### config.mk
export PLATFORM = sky130hd
export DESIGN_NAME = multi_cycle_control_unit
export DESIGN_NICKNAME = d
export VERILOG_FILES = /design/src/rtl/multi_cycle_control_unit.sv
export SDC_FILE = /design/constraint.sdc
export NUM_CORES = 1
export LEC_CHECK = 0
export BUFFER_PORTS_ARGS = -buffer_cell sky130_fd_sc_hd__buf_2
export CAP_MARGIN = 10
export CORE_AREA = 2 2 39 41
export DETAILED_ROUTE_END_ITERATION = 12
export DIE_AREA = 0 0 41 43
export GPL_TIMING_DRIVEN = 0
export HOLD_SLACK_MARGIN = 0.02
export PLACE_DENSITY = 0.73
export SYNTH_ARGS = -nofsm -noshare
export SYNTH_HDL_FRONTEND = slang
export SYNTH_SLANG_ARGS = --single-unit
### constraint.sdc
create_clock -name clk -period 1.2 [get_ports clk]
set_input_delay 0.06 -clock clk [delete_from_list [all_inputs] [get_ports clk]]
set_output_delay 0.06 -clock clk [all_outputs]
set_load 0.1 [all_outputs]
### src/rtl/multi_cycle_control_unit.sv
// ---------------------------------------------------------------------------
// multi_cycle_control_unit
//
// Control FSM for a multi-cycle RV32 subset datapath. Sequences each
// instruction through IF / ID / EX / MEM / WB. ECALL with x17==10 parks the
// machine in HALTED until reset.
//
// Ports
//   clk            single clock, all state changes on the rising edge
//   reset          asynchronous active-high reset, forces state to IF
//   opcode         instruction[6:0] from the IR (meaningful from ID onward)
//   mem_ready      completion handshake for the current memory access
//   bcond          ALU branch condition, consumed by datapath PC gating
//   halt_cond      x17==10, sampled in ID for ECALL
//   pc_write ..    datapath write enables and single-bit selects
//   alu_src_a      00 PC, 01 OldPC, 10 rs1
//   alu_src_b      00 rs2, 01 constant 4, 10 immediate
//   alu_op         00 add, 01 subtract, 10 decode from funct fields
//   wb_sel         00 ALUOut, 01 MDR, 10 OldPC+4
//   halted         processor stopped
//   state          IF=0, ID=1, EX=2, MEM=3, WB=4, HALTED=5
// ---------------------------------------------------------------------------
module multi_cycle_control_unit (
    input  logic       clk,
    input  logic       reset,
    input  logic [6:0] opcode,
    input  logic       mem_ready,
    input  logic       bcond,
    input  logic       halt_cond,
    output logic       pc_write,
    output logic       pc_write_cond,
    output logic       ir_write,
    output logic       reg_write,
    output logic       mem_read,
    output logic       mem_write,
    output logic       i_or_d,
    output logic       pc_source,
    output logic [1:0] alu_src_a,
    output logic [1:0] alu_src_b,
    output logic [1:0] alu_op,
    output logic [1:0] wb_sel,
    output logic       halted,
    output logic [2:0] state
);

    typedef enum logic [2:0] {
        ST_IF     = 3'd0,
        ST_ID     = 3'd1,
        ST_EX     = 3'd2,
        ST_MEM    = 3'd3,
        ST_WB     = 3'd4,
        ST_HALTED = 3'd5
    } state_t;

    localparam logic [6:0] OP_R      = 7'b0110011;
    localparam logic [6:0] OP_IARITH = 7'b0010011;
    localparam logic [6:0] OP_LOAD   = 7'b0000011;
    localparam logic [6:0] OP_STORE  = 7'b0100011;
    localparam logic [6:0] OP_BRANCH = 7'b1100011;
    localparam logic [6:0] OP_JAL    = 7'b1101111;
    localparam logic [6:0] OP_JALR   = 7'b1100111;
    localparam logic [6:0] OP_ECALL  = 7'b1110011;

    state_t current_state;
    state_t next_state;

    // The branch outcome only gates the PC write inside the datapath
    // (pc_write_cond & bcond), so the FSM itself never looks at it.
    logic unused_bcond;
    assign unused_bcond = bcond;

    assign state = current_state;

    // State register. Reset is asynchronous so that an access in flight
    // (e.g. a pending store) is abandoned immediately rather than at the
    // next edge.
    always_ff @(posedge clk or posedge reset) begin
        if (reset) begin
            current_state <= ST_IF;
        end else begin
            current_state <= next_state;
        end
    end

    // Next-state and Moore/Mealy outputs. Everything defaults to zero so
    // each state only names the controls it actually asserts. The only
    // input-dependent outputs are the IF write enables and the memory
    // wait loops, both driven by mem_ready.
    always_comb begin
        next_state    = current_state;
        pc_write      = 1'b0;
        pc_write_cond = 1'b0;
        ir_write      = 1'b0;
        reg_write     = 1'b0;
        mem_read      = 1'b0;
        mem_write     = 1'b0;
        i_or_d        = 1'b0;
        pc_source     = 1'b0;
        alu_src_a     = 2'b00;
        alu_src_b     = 2'b00;
        alu_op        = 2'b00;
        wb_sel        = 2'b00;
        halted        = 1'b0;

        case (current_state)
            ST_IF: begin
                // PC+4 is computed while the fetch is outstanding; IR and
                // PC are committed only on the cycle memory completes.
                mem_read  = 1'b1;
                alu_src_b = 2'b01;
                ir_write  = mem_ready;
                pc_write  = mem_ready;
                if (mem_ready) begin
                    next_state = ST_ID;
                end
            end

            ST_ID: begin
                // Speculative branch/jump target: ALUOut <= OldPC + imm.
                alu_src_a = 2'b01;
                alu_src_b = 2'b10;
                case (opcode)
                    OP_ECALL:  next_state = halt_cond ? ST_HALTED : ST_IF;
                    OP_R, OP_IARITH, OP_LOAD, OP_STORE,
                    OP_BRANCH, OP_JAL, OP_JALR:
                               next_state = ST_EX;
                    default:   next_state = ST_IF;
                endcase
            end

            ST_EX: begin
                next_state = ST_IF;
                case (opcode)
                    OP_R: begin
                        alu_src_a  = 2'b10;
                        alu_op     = 2'b10;
                        next_state = ST_WB;
                    end
                    OP_IARITH: begin
                        alu_src_a  = 2'b10;
                        alu_src_b  = 2'b10;
                        alu_op     = 2'b10;
                        next_state = ST_WB;
                    end
                    OP_LOAD, OP_STORE: begin
                        alu_src_a  = 2'b10;
                        alu_src_b  = 2'b10;
                        next_state = ST_MEM;
                    end
                    OP_BRANCH: begin
                        // Compare rs1-rs2; target already sits in ALUOut.
                        alu_src_a     = 2'b10;
                        alu_op        = 2'b01;
                        pc_write_cond = 1'b1;
                        pc_source     = 1'b1;
                        next_state    = ST_IF;
                    end
                    OP_JAL: begin
                        pc_write   = 1'b1;
                        pc_source  = 1'b1;
                        next_state = ST_WB;
                    end
                    OP_JALR: begin
                        // rs1+imm goes straight from the ALU result to PC.
                        alu_src_a  = 2'b10;
                        alu_src_b  = 2'b10;
                        pc_write   = 1'b1;
                        next_state = ST_WB;
                    end
                    default: next_state = ST_IF;
                endcase
            end

            ST_MEM: begin
                next_state = ST_IF;
                case (opcode)
                    OP_LOAD: begin
                        mem_read   = 1'b1;
                        i_or_d     = 1'b1;
                        next_state = mem_ready ? ST_WB : ST_MEM;
                    end
                    OP_STORE: begin
                        mem_write  = 1'b1;
                        i_or_d     = 1'b1;
                        next_state = mem_ready ? ST_IF : ST_MEM;
                    end
                    default: next_state = ST_IF;
                endcase
            end

            ST_WB: begin
                reg_write = 1'b1;
                case (opcode)
                    OP_LOAD:         wb_sel = 2'b01;
                    OP_JAL, OP_JALR: wb_sel = 2'b10;
                    default:         wb_sel = 2'b00;
                endcase
                next_state = ST_IF;
            end

            ST_HALTED: begin
                halted     = 1'b1;
                next_state = ST_HALTED;
            end

            // Encodings 6 and 7 are unreachable in normal operation; recover
            // to a fetch with all controls idle.
            default: next_state = ST_IF;
        endcase
    end

endmodule

==> results of run 1 <==
[per-stage QoR]
stage                     hold WS [ps]  area, um2  utilization (%)
after floorplan                   -186        566                -
after global placement           -80.0        731             52.8
after detailed placement         -71.6        731             52.8
after CTS                          165       1220             88.4
[cells by family after synthesis]
family          count (synthesis)
flops                           3
simple gates                   33
buf+inv                         7
compound gates                 13
xor+xnor                        1
[repair_timing]
action,4_1_cts
resized for setup,94
hold endpoints to repair,3
endpoints found under the setup margin,21
buffers inserted,13
hold buffers,1
pin swaps,13
==> metrics.md, run 1 <==
| Metric | Value |
|---|---|
| Placement-stage worst setup slack | -842 ps |
| Combinational family with the most area after synthesis | simple AND/OR/NAND/NOR gates |
| Post-Synth XOR/XNOR Area | 2.08% |
| Number of port buffers | 29 |
| Error Message | [ERROR DPL-0038] Utilization greater than 100%, impossible to legalize |
| Register bit total from synthesis | 3 |
| Mux contribution to synthesized area | 0% |
| Proportion of register bits with asynchronous set or reset after synthesis | 100% |
| Most instantiated library cell after synthesis | nand2_1 |
| Root buffer cell | clkbuf_4 |
| Pin count of the biggest net entering global routing | 9 |
| Part of the Yosys area used for sequential elements | 17.9% |
| Distinct cell type count after synthesis | 30 |
| Starting Density | 30.4% |
| Cells after Synth | 57 |
| Adder-Cell Fraction of Synth Area | 0% |
| Mean instance size in the synthesized netlist | 7.38 um2 |
| Most used standard cells in the synthesized netlist | nand2_1 (8), nor2_1 (7), inv_1 (5), nor3_1 (4) |
| Classification of the worst endpoint | primary output |
| GP Congestion | 0.721 |
| Combined area of all synthesized cells | 420 um2 |
| HPWL reported at the end of detailed placement | 1.05 mm |
| Flip-flop cell with the highest count after synthesis | dfrtp_1 |
| Number of clock sinks | 3 |
| Worst setup endpoint after the global-route repair_timing | mem_read |
| Syn nets | 69 |
| Overall die height | 43 um |
| Leading area contributor after synthesis | dfrtp_1 |
| Number of buffers created by CTS | 3 |
| Number of warnings issued by yosys | 0 |
| Result of the run | aborted with a tool error |
| I/O pin count | 32 |
| Maximum level of the CTS H-tree | 1 |
| Number of flops mapped to enable cells by yosys | 0 |
| Synth top area share | 17.9% |
| Synth area leaders | dfrtp_1 (18%), nand2_1 (7.1%), nor2_1 (6.3%), and4bb_2 (6.0%), nor3_1 (4.8%) |
| Floorplan row count | 14 |
| Cell Count Post-Placement | 102 |
| CTS Buffer Depth | 2 |
| Halt point of the flow | global routing |
| Synth Area in Simple Gates | 49.1% |
| Horizontal die dimension | 41 um |
| Post-synthesis compound-gate area fraction | 22.0% |
==> run 2: changes to the inputs <==
- CORE_AREA: 2 2 39 41 -> 2 2 63 65
- DIE_AREA: 0 0 41 43 -> 0 0 65 67
- HOLD_SLACK_MARGIN: 0.02 -> unset
- PLACE_DENSITY: 0.73 -> unset
- PLACE_DENSITY_LB_ADDON: unset -> 0.15
- clock period: 1.2 -> 1.6 ns (I/O delays scaled with it)
==> metrics.md, run 2 <==
| Metric | Value |
|---|---|
| Maximum level of the CTS H-tree | 1 (unchanged) |
| Floorplan row count | 22 (+8) |
| Routed Antenna Nets | 0 |
| HPWL reported at the end of detailed placement | 1.30 mm (+24%) |
| WP data arrival | 1660 ps |
| I/O pin count | 32 (unchanged) |
| Sort of element at the start of the critical path | flop |
| Uppermost layer routed | met3 |
| Post-Place Cell Area | 768 um2 (+5.1%) |
| Number of hold violations in the final report | 0 |
| Mean instance size in the synthesized netlist | 7.38 um2 (unchanged) |
| Part of the cycle the worst path needs | 109% |
| Core ar. | 3610 um2 |
| Post-route setup slack | -145 ps |
| Nets | 116 |
| Placement-stage worst setup slack | -496 ps (+346 ps) |
| Worst skew pair latency | 210 ps |
| Proportion of register bits with asynchronous set or reset after synthesis | 100% (unchanged) |
| Max FFs per register | 3 |
| Hold crit path type | in2reg |
| Unrepaired setup endpoints after global routing | true |
| Worst-margin pin slew | 488 ps |
| Detailed-router iteration count before antenna repair | 2 |
| Cells after Synth | 57 (unchanged) |
| Filler cell count | 375 |
| GRT Residual Overflow | 0 |
| Number of violations of the max-capacitance limit | 0 |
| Most frequent cells in the layout | buf_4 (12), buf_2 (12), buf_12 (10) |
| Final setup violation count | 6 |
| Met1 wire length | 750 um |
| Initial DRC count | 44 |
| GP Congestion | 0.673 (-6.7%) |
| Violations in the final reports | negative setup slack |
| Number of clock sinks | 3 (unchanged) |
| Wire per inst | 12.4 um |
| Pin count of the biggest net entering global routing | 9 |
| Routed vias/inst | 3.99 |
| Combined area of all synthesized cells | 420 um2 (unchanged) |
| Number of buffers created by CTS | 3 (unchanged) |
| Share of post-route cells with drive strength above 1 | 73.8% |
| Classification of the worst setup path | reg2out |
| Overall die height | 67 um (+56%) |
| Power per cell area | 517 nW/um2 |
| Number of global-route vias before repair | 578 |
| Syn nets | 69 (unchanged) |
| Leading area contributor after synthesis | dfrtp_1 |
| Static leakage | 0.000491 uW |
| Number of design rule violations left after detail routing | 0 |
| Total negative setup slack | -506 ps |
| Clock period minus worst slack | 1740 ps |
| Number of warnings issued by yosys | 0 (unchanged) |
| Largest vdd supply drop | 0.000228 V |
| Data required, critical path | 1520 ps |
| Final Cell Area | 1140 um2 |
| Number of flops mapped to enable cells by yosys | 0 (unchanged) |
| Area enclosed by the die boundary | 4360 um2 |
| Crit end category | primary output |
| Detailed-route wire length | 1.88 mm |
| Crit path max fanout | 4 |
| Detail Route met3 WL | 98 um |
| Worst slew margin relative to its limit | 67.7% |
| Area delta synth->final | 172% |
| Initial antenna violation count | 0 |
| Starting Density | 11.7% (-19 points) |
| Flip-flop cell with the highest count after synthesis | dfrtp_1 |
| Max Transition Viols Final | 0 |
| Register bit total from synthesis | 3 (unchanged) |
| CTS Buffer Depth | 2 (unchanged) |
| Global-route usage over all layers | 8.59% |
| Most used standard cells in the synthesized netlist | nand2_1 (8), nor2_1 (7), inv_1 (5), nor3_1 (4) |
| Synth top area share | 17.9% (unchanged) |
| Via count of the routed design | 603 |
| Root buffer cell | clkbuf_8 |
| Number of port buffers | 29 (unchanged) |
| Most instantiated library cell after synthesis | nand2_1 |
| Part of the Yosys area used for sequential elements | 17.9% (unchanged) |
| ANT cells | 0 |
| Global-route wire length before repair | 2.82 mm |
| Horizontal die dimension | 65 um (+59%) |
| Top achievable clock speed | 573 MHz |
| CTS tree | yes |
| Reg clk slew, reported paths | 30 ps |
| DR WL met2 | 1.03 mm |
| Setup skew after layout | 2.43 ps |
| Synth area leaders | dfrtp_1 (18%), nand2_1 (7.1%), nor2_1 (6.3%), and4bb_2 (6.0%), nor3_1 (4.8%) |
| Post-Route Utilization | 31.7% |
| Result of the run | complete, but fails checks |
| Distinct cell type count after synthesis | 30 (unchanged) |
| Hold slack | 191 ps |
## run 2: cell counts after synthesis
No cell type changed its count.
## run 2: final cells by class
type | instances | area, um2 | share of cell area [%]
multi-input cells | 47 | 460 | 40.3
well taps | 48 | 60.1 | 5.26
flip-flops and latches | 3 | 86.3 | 7.56
plain buffers | 2 | 18.8 | 1.64
clock buffers | 4 | 45.0 | 3.94
inverters | 5 | 25.0 | 2.19
repair buffers | 42 | 447 | 39.1
## run 2: timing repair
action	in CTS	in global routing
resized for setup	49	12
pin swaps	5	5
endpoints found under the hold margin	3	0
hold buffers	1	0
setup endpoints to repair	16	14
buffers inserted	9	3
## run 2: worst paths after layout
check / end / cells past startpoint / from / slack [ps]
min in group asynchronous: state[0]$_DFFE_PP0P_ / 3 / reset / 280
max in group asynchronous: state[2]$_DFFE_PP0P_ / 3 / reset / 1180
setup / recovery: alu_src_b[1] / 4 / state[2]$_DFFE_PP0P_ / -140
hold reg to reg: state[0]$_DFFE_PP0P_ / 3 / state[1]$_DFFE_PP0P_ / 790
hold / removal: state[1]$_DFFE_PP0P_ / 4 / mem_ready / 190
setup reg to reg: state[2]$_DFFE_PP0P_ / 6 / state[2]$_DFFE_PP0P_ / 90
## run 2: per-stage QoR
stage	total power, uW	instances
6_report	591	151
5_1_grt	616	151
4_1_cts	591	148
3_5_place_dp	322	134
3_3_place_gp	322	134
2_1_floorplan	274	57
## run 2: cell families (layout without fill, tap and decap cells)
kind of cell / after synthesis / after routing / synth area share [%]
buffers and inverters: 7 / 53 / 8.93
AND/OR/NAND/NOR: 33 / 33 / 49.1
AO/OA/AOI/OAI: 13 / 13 / 22.0
XOR/XNOR: 1 / 1 / 2.08
flip-flops: 3 / 3 / 17.9
## run 2: critical path, stage by stage (launching register included)
cell	delay [ps]
dfrtp_4	510
nor3b_4	260
nand3_4	150
o32ai_4	310
buf_12	210
## run 2: metal layers
layer | vias up | track usage [%]
met5 | - | 0
met4 | 0 | 2.39
met3 | 0 | 2.20
met2 | 15 | 15.5
met1 | 288 | 9.99
li1 | 300 | -
## run 2: where the power goes
part | internal [uW] | switching, uW | total, uW
Clock | 170 | 49.0 | 219
Sequential | 80.9 | 4.24 | 85.1
Combinational | 92.3 | 194 | 287
Total | 343 | 247 | 591
No activity file was read; power rests on OpenSTA's default activity.
